<file path="src/rtl/sub_sweep_ctrl.sv">
// Operand sweeper and result checker for the WIDTH-bit signed subtractor.
// Optional pause input enabled by defining SUB_SWEEP_HOLD_EN.
module sub_sweep_ctrl #(
    parameter int unsigned WIDTH = 4
) (
    input  logic                 clk,
    input  logic                 rst_n,
    input  logic                 start,
    output logic [WIDTH-1:0]     a_o,
    output logic [WIDTH-1:0]     b_o,
    output logic                 op_valid,
    input  logic [WIDTH-1:0]     sub_i,
    input  logic                 flag_i,
    output logic                 busy,
    output logic                 done,
    output logic [2*WIDTH:0]     pass_cnt,
    output logic [2*WIDTH:0]     fail_cnt,
    output logic [2*WIDTH:0]     ovf_cnt,
    output logic                 fail_seen,
    output logic [WIDTH-1:0]     first_fail_a,
    output logic [WIDTH-1:0]     first_fail_b
`ifdef SUB_SWEEP_HOLD_EN
    ,
    input  logic                 hold
`endif
);

    localparam int unsigned CW = 2 * WIDTH + 1;
    localparam logic [WIDTH-1:0] S_MIN = {1'b1, {(WIDTH-1){1'b0}}};
    localparam logic [WIDTH-1:0] S_MAX = {1'b0, {(WIDTH-1){1'b1}}};

    typedef enum logic [1:0] {
        IDLE = 2'd0,
        RUN  = 2'd1,
        DONE = 2'd2
    } state_t;

    state_t           state;
    logic [WIDTH-1:0] exp_sub;
    logic             ovf;
    logic             exp_flag;
    logic             match;
    logic             last_pair;
    logic             stall;

    // Reference model for the pair currently on a_o/b_o.
    always_comb begin
        exp_sub   = a_o - b_o;
        ovf       = (a_o[WIDTH-1] != b_o[WIDTH-1]) && (exp_sub[WIDTH-1] != a_o[WIDTH-1]);
        exp_flag  = !ovf;
        match     = (sub_i == exp_sub) && (flag_i == exp_flag);
        last_pair = (a_o == S_MAX) && (b_o == S_MAX);
    end

`ifdef SUB_SWEEP_HOLD_EN
    // A held cycle presents no live pair, so validity must drop in the same cycle.
    assign stall    = hold;
    assign op_valid = busy && !hold;
`else
    assign stall    = 1'b0;
    assign op_valid = busy;
`endif

    always_ff @(posedge clk or negedge rst_n) begin
        if (!rst_n) begin
            state        <= IDLE;
            a_o          <= '0;
            b_o          <= '0;
            busy         <= 1'b0;
            done         <= 1'b0;
            pass_cnt     <= '0;
            fail_cnt     <= '0;
            ovf_cnt      <= '0;
            fail_seen    <= 1'b0;
            first_fail_a <= '0;
            first_fail_b <= '0;
        end else begin
            done <= 1'b0;
            case (state)
                IDLE: begin
                    if (start) begin
                        state        <= RUN;
                        busy         <= 1'b1;
                        a_o          <= S_MIN;
                        b_o          <= S_MIN;
                        pass_cnt     <= '0;
                        fail_cnt     <= '0;
                        ovf_cnt      <= '0;
                        fail_seen    <= 1'b0;
                        first_fail_a <= '0;
                        first_fail_b <= '0;
                    end
                end
                RUN: begin
                    if (!stall) begin
                        if (match) begin
                            pass_cnt <= pass_cnt + CW'(1);
                        end else begin
                            fail_cnt <= fail_cnt + CW'(1);
                            if (!fail_seen) begin
                                fail_seen    <= 1'b1;
                                first_fail_a <= a_o;
                                first_fail_b <= b_o;
                            end
                        end
                        if (ovf) begin
                            ovf_cnt <= ovf_cnt + CW'(1);
                        end
                        // Operands stay on the final pair once the sweep ends.
                        if (last_pair) begin
                            state <= DONE;
                            busy  <= 1'b0;
                            done  <= 1'b1;
                        end else if (b_o == S_MAX) begin
                            b_o <= S_MIN;
                            a_o <= a_o + WIDTH'(1);
                        end else begin
                            b_o <= b_o + WIDTH'(1);
                        end
                    end
                end
                DONE: begin
                    state <= IDLE;
                end
                default: begin
                    state <= IDLE;
                    busy  <= 1'b0;
                end
            endcase
        end
    end

endmodule

</file>
<file path="config.mk">
export PLATFORM = sky130hd
export DESIGN_NAME = sub_sweep_ctrl
export DESIGN_NICKNAME = d
export VERILOG_FILES = /design/src/rtl/sub_sweep_ctrl.sv
export SDC_FILE = /design/constraint.sdc
export NUM_CORES = 1
export LEC_CHECK = 0
export ABC_AREA = 1
export CORE_MARGIN = 2
export CORE_UTILIZATION = 38
export DETAILED_ROUTE_END_ITERATION = 6
export GPL_TIMING_DRIVEN = 0
export PLACE_DENSITY_LB_ADDON = 0.3
export SETUP_SLACK_MARGIN = 0.5
export SYNTH_ARGS = -nofsm -noshare
export SYNTH_HDL_FRONTEND = slang
export SYNTH_SLANG_ARGS = --single-unit
</file>
<file path="constraint.sdc">
create_clock -name clk -period 1.99 [get_ports clk]
set_input_delay 0.597 -clock clk [delete_from_list [all_inputs] [get_ports clk]]
set_output_delay 0.597 -clock clk [all_outputs]
set_load 0.02 [all_outputs]
</file>
== After elaboration in Yosys (flattened, before gate mapping) ==
Cells that the tools add are included.
Storage, ports and cells
  register bits: 48
  input port bits: 8
  output and inout port bits: 47
  word-level logic and storage cells: 80
Operators by class
  bitwise gates (word level): 1
  multiplexer cells: 32
  add/subtract/negate cells: 6
  equality and inequality tests: 16
  reductions and logical operators: 14
Operator list (number)
  9-bit case mux with 2 select lines: 3
  4-bit two-way mux: 10
  9-bit two-way mux: 4
  4-bit case mux with 2 select lines: 4
  9-bit by 1-bit adder with 9-bit output (second input constant): 3
  2-bit inequality test (second input constant): 8
  3-bit AND reduction: 5
  4-bit by 1-bit adder with 4-bit output (second input constant): 2
  4-bit by 3-bit equality test with 1-bit output (second input constant): 2
  4-bit AND reduction: 2
  1-bit two-way mux: 6
  4-bit equality test: 1
  2-bit two-way mux: 2
  2-bit case mux with 2 select lines: 1
  4-bit subtractor: 1
  1-bit logical AND: 3
  1-bit case mux with 3 select lines: 1
  2-bit by 1-bit equality test with 1-bit output (second input constant): 1
  2-bit equality test (second input constant): 1
  2-bit logical NOT: 1
  1-bit inequality test: 2
  1-bit case mux with 2 select lines: 1
  2-bit AND reduction: 1
  2-bit nonzero test: 1
  3 further kinds: 3

== Logic depth before layout (Yosys ltp) ==
  word-level depth: 8
  depth in mapped cells: 16
  depth with buffers taken out: 15

== Least setup slack after synthesis ==
Ideal clock, no wire load.
  path type: flip-flop to flip-flop
  from: register a_o[0]
  to: register first_fail_a[0]
  clock period less this slack: 2.305 ns
  setup time: 0.118 ns
  slack: -0.315 ns
  arrival time: 2.187 ns
  path buffers: 1
  cell stages (with the launch flop): 16
  data required time: 1.872 ns
  path through: dfrtp_1 -> inv_1 -> ha_1 -> inv_1 -> fa_1 -> inv_1 -> nor2_1 -> nor2_1 -> nand3_1 -> nor2_1 -> nand3_1 -> nor2_2 -> nand2_4 -> buf_4 -> nand4_1 -> nand2_1
Between the ends
  longest elaborated chain between the ends: 8
  elaborated cells on any way between the ends: 12
  classes of those cells: add/sub: 1; eq/ne: 4; mux: 3; reduce/logical: 4
Ends and longest elaborated chain
  from (decl): RTL line 9  | output logic [WIDTH-1:0] a_o,
  from (signal assigned): RTL line 116  | a_o <= a_o + WIDTH'(1);
  4-bit subtractor: RTL line 48  | exp_sub = a_o - b_o;
  1-bit inequality test: RTL line 49  | ovf = (a_o[WIDTH-1] != b_o[WIDTH-1]) && (exp_sub[WIDTH-1] != a_o[WIDTH-1]);
  1-bit logical AND: RTL line 49
  1-bit logical NOT: RTL line 50  | exp_flag = !ovf;
  1-bit equality test: RTL line 51  | match = (sub_i == exp_sub) && (flag_i == exp_flag);
  1-bit logical AND: RTL line 51
  2-bit inequality test (no source line)
  4-bit AND reduction (no source line)
  to (signal assigned): RTL line 102  | first_fail_a <= a_o;
  to (decl): RTL line 20  | output logic [WIDTH-1:0] first_fail_a,
Parallel ways exist; a longest one is shown, timed or not. The select of a mux whose other input is x is not followed.
A chain may end at the register's enable or synchronous reset.

== Worst setup path after layout ==
  from: register a_o[0]
  to: register fail_cnt[5]
Between the ends
  longest elaborated chain between the ends: 8
  elaborated cells on any way between the ends: 9
  classes of those cells: add/sub: 1; eq/ne: 4; reduce/logical: 4
Ends and longest elaborated chain
  4-bit subtractor (*): RTL line 48
  1-bit inequality test: RTL line 49
  1-bit logical AND: RTL line 49
  1-bit logical NOT: RTL line 50
  1-bit equality test: RTL line 51
  1-bit logical AND (*): RTL line 51
  2-bit inequality test (no source line) (*)
  3-bit AND reduction (no source line) (*)
  to (signal assigned): RTL line 99  | fail_cnt <= fail_cnt + CW'(1);
  to (decl): RTL line 17  | output logic [2*WIDTH:0] fail_cnt,
Every way passes the cells marked *; elsewhere a longest branch is shown, timed or not.

==> results.toml <==
[route]
drt-total-wl_um = 7400
post-route-drc-count = 0
drtIter0Drc = 102
dr_total_vias = 2686
drtAntennaViolNets = 0
drt-vias-per-instance = 4.89
wl_per_cell_um = 13.5
drt_pass1_iterations = 4

[critical_path]
worstSetupStartpointType = "flop"
endpoint_kind = "flop"
worstPathRequired_ns = 2.22
crit_arrival_ns = 2.55
crit_type = "flop to flop"
worstPathMaxFanout = 5

[floorplan]
io_pins = 55
die_y_um = 87.7
die_w_um = 87.7
initial_core_util_pct = 39.2
dieArea_um2 = 7690
core-area_um2 = 6790
rows = 30

[sta]
clock_skew_ns = 0.00840
worstMarginPinSlew_ns = 0.725
worst_slew_margin_rel_pct = 51.7
min_period_ns = 2.32
final_max_slew_viol_count = 0
hold_violations = 0
setup_tns_ns = -7.86
hold-worst-slack_ns = 0.232
layout_setup_ws_ns = -0.333
setup_viol = 27
rsz0062_at_grt = "true"
clock.fmax_ghz = 0.431
fin_crit_sh_pct = 117

[finish]
layout_common_cells = "nand2_1, buf_4, dfrtp_1"
multi_input_area_um2 = 1580
fin_nets = 469
fillers = 600
stdcell_area_um2 = 4100
final_common_cell = "nand2_1"
final-seq-area_um2 = 1220
n_antenna_cell = 0
area_growth_pct = 54.1
final_cells = 549
drive_above_1_share_pct = 42.2

[logic_synthesis]
synth_area_um2 = 2660
yosysUniqueCellTypes = 30
yosysWarnings = 0
ys_seq_area_share_pct = 45.1
synthFlopType = "dfrtp_1"
async_reset_ff_share_pct = 100
ys_ff_latch = 48
syn-num-nets = 349
syn_avg_cell_area_um2 = 8.02
postSynthCellCount = 332
synth_edf_count = 0

[power]
totalPowerFinal_w = 0.00344
ir_drop_mv = 0.389
power_density_nw_per_um2 = 838
p_leak_nw = 2.08

[clocking]
clk_latency_ns = 0.31
cts_tree = "done"
clkTransAtPathRegs_ns = 0.09
cts_buffers = 5
htree_levels = 2
ctsHoldBuffers = 0
cts_sinks = 48
clockBufferDepth = 2
clock-root-buffer = "clkbuf_8"

[placed_design]
dp_cells = 483
hpwl_um = 4550
port_buffers = 54
postPlaceCellArea_um2 = 3430
gp_congestion = 0.790

[worst_hold_path]
worstHoldPathType = "input pin to async pin"

[grt]
grt_max_degree = 32
grt-ovfl-total = 0
antenna_found_initial = 0
grt_pass1_wl_um = 11300
grt_pass1_vias = 2452
grtUsageTotal_pct = 18.6

[job]
max_cap_viol_count = 0

[status]
violations = "setup timing"
status = "complete, but fails checks"
-- path summary, 6_finish.rpt --
kind                                 startpoint               to  slack (ns)  cells after the start
max in group asynchronous                 rst_n      fail_cnt[3]        1.23                      2
worst max register to register           a_o[0]      fail_cnt[5]       -0.33                     16
worst max-delay path                     a_o[0]      fail_cnt[5]       -0.33                     16
worst min register to register  first_fail_a[2]  first_fail_a[2]        0.49                      2
worst min-delay path                      rst_n       ovf_cnt[5]        0.23                      1
min in group clk                first_fail_a[2]  first_fail_a[2]        0.49                      2
-- state kept, by name, summed over array words and instances (netlist names) --
signal,count
a_o,4
b_o,4
busy,1
done,1
fail_cnt,9
fail_seen,1
first_fail_a,4
first_fail_b,4
ovf_cnt,9
pass_cnt,9
state,2
-- critical path, cell delays in order (launching register included) --
cell and delay, ns:
dfrtp_2 0.44, inv_4 0.07, ha_4 0.13, inv_2 0.04
fa_1 0.46, inv_2 0.08, nor2_2 0.03, nor2_1 0.07
nand3_1 0.07, nor2_1 0.11, nand3_2 0.10, nor2_4 0.15
buf_6 0.14, nand2_8 0.08, nand2_2 0.15, nand2_1 0.07
o21ai_0 0.07
-- timing repair --
item                                    4_1_cts  5_1_grt
pin swaps                                     6        6
buffers inserted                             40       12
endpoints found under the setup margin       92       68
cloned                                        4        2
resized for setup                           253       45
-- synthesized netlist by cell type, types with 3 or more instances --
cell / number / area [um^2]
o21ai_2: 4 / 35.0
xnor2_1: 6 / 52.6
o21ai_0: 14 / 70.1
a21oi_1: 9 / 45.0
xor2_1: 11 / 96.3
nand2_2: 3 / 18.8
nand2_1: 91 / 342
o31ai_1: 10 / 75.1
nand4_1: 14 / 87.6
nor2_1: 30 / 113
ha_1: 8 / 100
inv_1: 34 / 128
nor3_1: 5 / 25.0
dfrtp_1: 48 / 1200
nand3_1: 25 / 125
-- kinds of logic (layout without fill, tap and decap cells) --
| kind of cell | after synthesis | after routing | synth area share (%) |
|---|---|---|---|
| buf+inv | 43 | 161 | 6.68 |
| xor+xnor | 17 | 17 | 5.59 |
| flops | 48 | 48 | 45.1 |
| fa+ha+maj | 9 | 9 | 4.51 |
| compound gates | 40 | 40 | 9.12 |
| simple gates | 175 | 178 | 29.0 |
-- final cells by class --
class / count / area share, %
multi-input combinational: 244 / 38.6
buffer: 7 / 1.37
clock buffer: 6 / 2.01
sequential: 48 / 29.7
inverter: 36 / 3.48
timing repair buffer: 110 / 21.7
tap: 96 / 2.93
clock inverter: 2 / 0.244
-- power by group --
part	internal, W	switching [W]
Sequential	0.00118	0.000136
Clock	0.000278	0.000341
Combinational	0.000670	0.000829
Total	0.00213	0.00131
-- layer usage --
layer | track usage (%) | vias up | routed length (um)
met1 | 24.2 | 1298 | 3330
met2 | 32.4 | 48 | 3770
met5 | 0 | - | 0
met4 | 4.48 | 0 | 56
li1 | - | 1336 | -
met3 | 3.20 | 4 | 244
-- metrics by stage --
stage	setup slack [ns]	util (%)
after CTS	-0.253	56.4
after detailed placement	-0.427	50.6
after global routing	-0.461	60.3
after floorplan	-0.206	-
final	-0.333	60.3
after global placement	-1.27	50.3
(Power assumes the default switching activity.)
